$ cat src/rtl/load_unit.sv
// Load unit: accepts one load request at a time, issues a word-aligned
// memory read, extracts and extends the addressed byte/halfword/word, and
// writes it back to the register file. Misaligned or illegal loads produce
// a one-cycle load_err pulse instead of a memory access.
module load_unit #(
    parameter int unsigned XLEN = 32
) (
    input  logic            clk,
    input  logic            rst_n,
    input  logic            req_valid_i,
    output logic            req_ready_o,
    input  logic [XLEN-1:0] req_addr_i,
    input  logic [2:0]      req_funct3_i,
    input  logic [4:0]      req_rd_i,
    output logic            mem_req_valid_o,
    input  logic            mem_req_ready_i,
    output logic [XLEN-1:0] mem_addr_o,
    input  logic            mem_rsp_valid_i,
    input  logic [XLEN-1:0] mem_rsp_data_i,
    output logic            rf_we_o,
    output logic [4:0]      rf_waddr_o,
    output logic [XLEN-1:0] rf_wdata_o,
    output logic            load_err_o,
    output logic            busy_o
);

    typedef enum logic [2:0] {
        S_IDLE,
        S_REQ,
        S_WAIT,
        S_WB,
        S_ERR
    } state_e;

    state_e          state_q, state_d;
    logic [XLEN-1:0] mem_addr_q, mem_addr_d;
    logic [1:0]      lane_q, lane_d;
    logic [2:0]      funct3_q, funct3_d;
    logic [4:0]      rd_q, rd_d;
    logic [XLEN-1:0] data_q, data_d;

    logic            handshake;
    logic            illegal;
    logic [7:0]      byte_sel;
    logic [15:0]     half_sel;
    logic [XLEN-1:0] extracted;

    assign handshake = req_valid_i && req_ready_o;

    // Classify the incoming request: unsupported funct3 or misalignment.
    always_comb begin
        illegal = 1'b0;
        unique case (req_funct3_i)
            3'b000, 3'b100: illegal = 1'b0;
            3'b001, 3'b101: illegal = req_addr_i[0];
            3'b010:         illegal = (req_addr_i[1:0] != 2'b00);
            default:        illegal = 1'b1;
        endcase
    end

    // Select the addressed lane of the returned word and extend it.
    always_comb begin
        byte_sel  = '0;
        extracted = mem_rsp_data_i;
        unique case (lane_q)
            2'd0:    byte_sel = mem_rsp_data_i[7:0];
            2'd1:    byte_sel = mem_rsp_data_i[15:8];
            2'd2:    byte_sel = mem_rsp_data_i[23:16];
            default: byte_sel = mem_rsp_data_i[31:24];
        endcase
        half_sel = lane_q[1] ? mem_rsp_data_i[31:16] : mem_rsp_data_i[15:0];
        case (funct3_q)
            3'b000:  extracted = {{(XLEN-8){byte_sel[7]}}, byte_sel};
            3'b001:  extracted = {{(XLEN-16){half_sel[15]}}, half_sel};
            3'b100:  extracted = {{(XLEN-8){1'b0}}, byte_sel};
            3'b101:  extracted = {{(XLEN-16){1'b0}}, half_sel};
            default: extracted = mem_rsp_data_i;
        endcase
    end

    // Next-state and datapath capture logic.
    always_comb begin
        state_d    = state_q;
        mem_addr_d = mem_addr_q;
        lane_d     = lane_q;
        funct3_d   = funct3_q;
        rd_d       = rd_q;
        data_d     = data_q;
        unique case (state_q)
            S_IDLE: begin
                if (handshake) begin
                    lane_d     = req_addr_i[1:0];
                    funct3_d   = req_funct3_i;
                    rd_d       = req_rd_i;
                    mem_addr_d = {req_addr_i[XLEN-1:2], 2'b00};
                    state_d    = illegal ? S_ERR : S_REQ;
                end
            end
            S_REQ: begin
                if (mem_req_ready_i) begin
                    state_d = S_WAIT;
                end
            end
            S_WAIT: begin
                if (mem_rsp_valid_i) begin
                    data_d  = extracted;
                    state_d = S_WB;
                end
            end
            S_WB:    state_d = S_IDLE;
            S_ERR:   state_d = S_IDLE;
            default: state_d = S_IDLE;
        endcase
    end

    // State and capture registers; reset abandons any access in flight.
    always_ff @(posedge clk or negedge rst_n) begin
        if (!rst_n) begin
            state_q    <= S_IDLE;
            mem_addr_q <= '0;
            lane_q     <= '0;
            funct3_q   <= '0;
            rd_q       <= '0;
            data_q     <= '0;
        end else begin
            state_q    <= state_d;
            mem_addr_q <= mem_addr_d;
            lane_q     <= lane_d;
            funct3_q   <= funct3_d;
            rd_q       <= rd_d;
            data_q     <= data_d;
        end
    end

    // Outputs decode from state only; write port is zeroed when idle.
    always_comb begin
        req_ready_o     = (state_q == S_IDLE);
        busy_o          = (state_q != S_IDLE);
        mem_req_valid_o = (state_q == S_REQ);
        mem_addr_o      = mem_addr_q;
        load_err_o      = (state_q == S_ERR);
        rf_we_o         = (state_q == S_WB) && (rd_q != 5'd0);
        rf_waddr_o      = rf_we_o ? rd_q : '0;
        rf_wdata_o      = rf_we_o ? data_q : '0;
    end

endmodule

$ cat config.mk
export PLATFORM = sky130hd
export DESIGN_NAME = load_unit
export DESIGN_NICKNAME = d
export VERILOG_FILES = /design/src/rtl/load_unit.sv
export SDC_FILE = /design/constraint.sdc
export NUM_CORES = 1
export LEC_CHECK = 0
export CORE_MARGIN = 5
export CORE_UTILIZATION = 48
export CTS_CLUSTER_DIAMETER = 40
export CTS_CLUSTER_SIZE = 40
export DETAILED_ROUTE_END_ITERATION = 6
export GPL_ROUTABILITY_DRIVEN = 1
export MAX_ROUTING_LAYER = met4
export PLACE_DENSITY_LB_ADDON = 0.08
export RECOVER_POWER = 50
export SLEW_MARGIN = 20
export SYNTH_ARGS = -nofsm -noshare
export SYNTH_HDL_FRONTEND = slang
export SYNTH_SLANG_ARGS = --single-unit
$ cat constraint.sdc
create_clock -name clk -period 2.7 [get_ports clk]
set_input_delay 0.54 -clock clk [delete_from_list [all_inputs] [get_ports clk]]
set_output_delay 0.54 -clock clk [all_outputs]
set_load 0.02 [all_outputs]
---- After elaboration in Yosys (flattened, before gate mapping) ----
Index checks and enable logic that the tools add are counted.
word-level totals
  input port bits ......................... 77
  logic and storage cells ................. 47
  latch bits .............................. 0
  flip-flop bits (word level) ............. 75
  output and inout bits ................... 74
  memories kept ........................... 0
  ROM bits ................................ 0
  memory bits (writable) .................. 0
cells by class
  mux-type cells .......................... 11
  order comparisons ....................... 0
  div/mod/pow operators ................... 0
  add/subtract/negate cells ............... 0
  $mul .................................... 0
  shift-type cells ........................ 0
  reduce and logical (&&, ||, !) cells .... 14
  equality and inequality tests ........... 16
  bitwise gates (word level) .............. 0
operators with widths
  kind                  count
  $pmux W32 S4          1
  $mux W32              1
  $pmux W8 S3           1
  $mux W16              1
  $eq A3 B3 Y1 const B  5
  $mux W3               4
  $eq A3 B1 Y1 const B  3
  $eq A3 B2 Y1 const B  3
  $logic_not A3 Y1      3
  $pmux W3 S3           1
  $mux W5               1
  $reduce_bool A5 Y1    1
  $ne A2 B1 Y1 const B  2
  $reduce_and A2 Y1     2
  $reduce_or A2 Y1      2
  $pmux W1 S3           1
  $reduce_and A3 Y1     1
  $reduce_bool A3 Y1    1
  $eq A2 B1 Y1 const B  1
  $eq A2 B2 Y1 const B  1
  $logic_and A1 B1 Y1   2
  $logic_not A2 Y1      1
  $ne A2 B2 Y1 const B  1
  $reduce_bool A2 Y1    1

---- Depth between registers and ports, before layout ----
  depth after elaboration ................. 6
  mapped depth ............................ 7
  depth with buffers taken out ............ 4

---- Worst setup path after synthesis ----
Ideal clock, no wire load.
  path type ............................... register -> output
  start ................................... register state_q[2]
  end ..................................... output port rf_wdata_o[22]
  required time ........................... 2.160 ns
  slack ................................... 0.508 ns
  path buffers ............................ 2
  stages on the path, launching flop included .. 6
  arrival time ............................ 1.652 ns
  path through ............................ dfrtp_1 -> buf_2 -> nand3b_1 -> a21oi_1 -> clkbuf_1 -> and2_1
between the ends
  cells in the longest elaborated chain, start to end .. 3
RTL lines
  item                      RTL line  text
  start: declaration        35        state_e state_q, state_d;
  start signal: assignment  126       state_q <= state_d;
  $eq A3 B2 Y1              142       rf_we_o = (state_q == S_WB) && (rd_q != 5'd0);
  $logic_and A1 B1 Y1       142
  via rf_we_o               20        output logic rf_we_o,
  $mux W32                  144       rf_wdata_o = rf_we_o ? data_q : '0;
  end: declaration          22        output logic [XLEN-1:0] rf_wdata_o,
The timed path passes the listed nets, and every way through them passes these cells.

---- Worst setup path in the final report ----
  start ................................... register rd_q[0]
  end ..................................... output port rf_waddr_o[0]
between the ends
  cells in the longest elaborated chain, start to end .. 3
RTL lines
  item                      RTL line  text
  start: declaration        39        logic [4:0] rd_q, rd_d;
  start signal: assignment  130       rd_q <= rd_d;
  $reduce_bool A5 Y1        142
  $logic_and A1 B1 Y1       142
  $mux W5 (*)               143       rf_waddr_o = rf_we_o ? rd_q : '0;
  end: declaration          21        output logic [4:0] rf_waddr_o,
Every way passes the cells marked *; elsewhere a longest branch is shown, timed or not.

==> results by group <==
Run status
  • Outcome: finished with violations
  • Failing checks: capacitance limit, slew limit

Global route
  • First-pass GRT wire length: 17,000 µm
  • Largest net degree at the start of global routing: 76
  • Grt ovf: 0
  • GRT Resource Usage Total: 22.1%
  • Vias in the first global route: between 3,000 and 4,000
  • Initial antenna violation count: 0

Clock tree
  • Clock Sinks: 75
  • Clk root buf: clkbuf_8
  • H-tree depth: 3
  • CTS tree: done
  • Number of buffers created by CTS: 9
  • Clk_lat worst skew: 0.35 ns
  • Max Root-Sink Buffers: 2
  • Clock-pin slew on the worst setup and hold paths: 0.08 ns

Floorplan
  • Die Ht: about 100 µm
  • IO Pins: 151
  • Die Span X: 100 µm
  • Starting Density: 49.8%
  • Core Box Area: around 7800 µm²
  • Die area: 10,000 µm²
  • # rows: 32

Logic synthesis
  • Cells after Synth: 351
  • Sequential area share after synthesis: 48.3%
  • Most used DFF post-synth: dfrtp_1
  • #FFs+latches synth: 75
  • Mean Syn Cell Area: approximately 11 µm²
  • Count of distinct cell types in the synthesized netlist: 39
  • Asr flop ratio synth: 100%
  • EDFF count, synth: 0
  • Area of the mapped netlist: 3890 µm²
  • Yosys warning total: 0

Hold path
  • Worst Hold End: data_q[7]
  • Hold Startpoint: data_q[7]
  • HP Class: reg -> reg
  • Hold Crit Depth: 2

Final layout
  • Fin util: between 70% and 80%
  • Antenna diode count: 0
  • Final net count: 570
  • Share of cells above drive strength 1: approximately 15%
  • Area Growth Syn to Fin: 47.2%

Worst setup path
  • Setup CP Type: reg -> out
  • Worst R2R Setup Slack: 0.41 ns
  • WP data required: 2.16 ns
  • Reg-to-reg endpoint: mem_addr_o[10]
  • Crit Path Max Fanout: 11
  • FF-to-FF Start: state_q[2]
  • R2R cell count: 5
  • Worst EP arrival: 2.05 ns
  • Worst Setup End Kind: output pin
  • Crit path launch type: register

STA
  • Slew margin rel.: -23.4%
  • RSZ-0062 raised after global routing: no
  • Pins Over Slew Limit: 76
  • Least-Margin Pin Slew: around 1.9 ns
  • Fin crit share: 96.0%
  • Final setup TNS: 0 ns
  • Final Hold Viols: 0
  • Clk_skew: 0.00780 ns
  • Peak Freq: between 300 and 400 MHz
  • Crit path time final: about 2.6 ns
  • Setup Viol. Count Final: 0
  • Worst Slack Setup Final: 0.107 ns

Power
  • Comb pwr share: 47.4%
  • Pwr Total: between 0.005 and 0.006 W
  • P_int: 0.00358 W
  • Pwr Density: roughly 1000 nW/µm²
  • Clock share of power: 16.2%
  • Max VDD drop: 0.608 mV
  • Pleak: approximately 2.9 nW
  • Flop pwr share: 36.4%
  • P_sw: 0.00227 W
  • Switch share: 38.8%

Placed design
  • Placer Congestion: 0.907
  • HPWL after DPL: 7980 µm
  • Setup WS pre-CTS: around 0.32 ns
  • Buffers on Ports: 148

Detailed routing
  • WL/cell: 17.8 µm
  • Vias per inst: 5.40
  • DRT iter0 DRCs: 147
  • Post-DRT Antenna Nets: 0
  • Post-route DRC: 0
  • 1st-pass router iterations: 4
  • Via count: ~3,200
  • DRT Wirelength: 10,700 µm

Run
  • MaxCap Viol Count: 1
layer usage:
layer | vias up | routed length, µm | GRT usage [%]
li1 | 1538 | - | -
met1 | 1571 | 4390 | 27.4
met2 | 120 | 5340 | 36.2
met3 | 13 | 755 | 4.93
met4 | 0 | 173 | 6.74
met5 | - | 0 | -
power groups by stage:
stage	logic [W]	clock network [W]	registers, W
final	0.00277	0.000949	0.00213
after detailed placement	0.00285	0	0.00216
after CTS	0.00287	0.000972	0.00214
after global placement	0.00280	0	0.00212
after global routing	0.00300	0.00102	0.00221
after floorplan	0.00165	0	0.00226
final cells by class:
class | count | area (µm²)
Inverter | 5 | 18.8
Fill cell | 584 | 2080
Tap cell | 102 | 128
Multi-Input combinational cell | 241 | 1800
Timing Repair Buffer | 161 | 1680
Clock buffer | 9 | 124
Clock inverter | 7 | 91.3
Sequential cell | 75 | 1880
cells in the final DEF (no fill, tap or decap), drive strengths merged:
master	instances
nor3b	2
dlygate4sd3	26
nor2	7
mux4	1
clkinv	3
clkdlybuf4s50	89
a2bb2oi	8
and2	36
conb	2
clkinvlp	1
mux2	46
nand4bb	1
a211oi	2
a211o	8
o22ai	1
a21oi	24
nor3	11
dlymetal6s2s	32
a221oi	1
nand2b	1
nor4	1
o21ai	31
nand2	23
a22oi	7
bufinv	2
buf	12
mux2i	7
clkbuf	11
dfrtp	75
and3	1
nor2b	2
inv	6
o31a	1
nand3b	1
o211ai	16
metrics by stage:
stage / instances / area (µm²) / hold slack [ns]
global placement: 583 / 5420 / 0.466
floorplan: 352 / 3890 / 0.244
CTS: 599 / 5640 / 0.371
finish: 600 / 5720 / 0.483
detailed placement: 583 / 5420 / 0.478
global route: 600 / 5720 / 0.506
worst max-delay path by stage:
stage	from	end	depth (start not counted)
floorplan	state_q[2]	rf_wdata_o[22]	5
global placement	rd_q[0]	rf_wdata_o[19]	5
detailed placement	state_q[1]	rf_wdata_o[1]	5
CTS	state_q[0]	rf_wdata_o[1]	5
global route	state_q[1]	rf_wdata_o[17]	5
finish	rd_q[0]	rf_waddr_o[0]	5
flip-flops by register name (all words and copies together), names as in the netlist:
| register | flops |
|---|---|
| data_q | 32 |
| rd_q | 5 |
| funct3_q | 3 |
| lane_q | 2 |
| state_q | 3 |
| mem_addr_o | 30 |
logic make-up after synthesis:
| logic type | Yosys count | synth area share [%] |
|---|---|---|
| compound gates | 99 | 17.4 |
| buf+inv | 36 | 5.73 |
| flops | 75 | 48.3 |
| mux | 54 | 15.7 |
| other cells | 1 | 0.0964 |
| simple gates | 86 | 12.8 |
critical path, stage by stage (launching register included):
cell             delay (ns)
dfrtp_1                0.40
nor4_2                 0.32
a21oi_2                0.11
buf_4                  0.18
and2_1                 0.16
clkdlybuf4s50_1        0.53
synth_stat cells, types with 2 or more instances:
cell / instances / area share [%]
dfrtp_1: 75 / 48
o211ai_1: 16 / 3.1
buf_2: 10 / 1.3
buf_6: 4 / 1.2
buf_4: 6 / 1.2
mux2_2: 27 / 7.8
nor3_4: 2 / 0.84
and2_1: 36 / 5.8
o21ai_0: 13 / 1.7
mux2i_1: 7 / 1.8
buf_8: 2 / 0.77
nor3_1: 7 / 0.90
nor3b_1: 2 / 0.39
inv_1: 5 / 0.48
clkbuf_1: 9 / 0.87
nor2_1: 7 / 0.68
a2bb2oi_1: 8 / 1.8
nor3_2: 2 / 0.51
a22oi_1: 7 / 1.4
a211o_1: 8 / 1.8
a21oi_1: 24 / 3.1
o21ai_2: 10 / 2.3
mux2_1: 19 / 5.5
o21ai_1: 8 / 1.0
nand2_1: 23 / 2.2
repair_timing:
item | CTS | global route
endpoints found under the setup margin | 35 | 30
gates resized for setup | 3 | 33
hold endpoints to repair | 0 | 0
buffers inserted | 0 | 1
hold buffers | 0 | 0
pin swaps | 0 | 0
(Power assumes the default switching activity.)
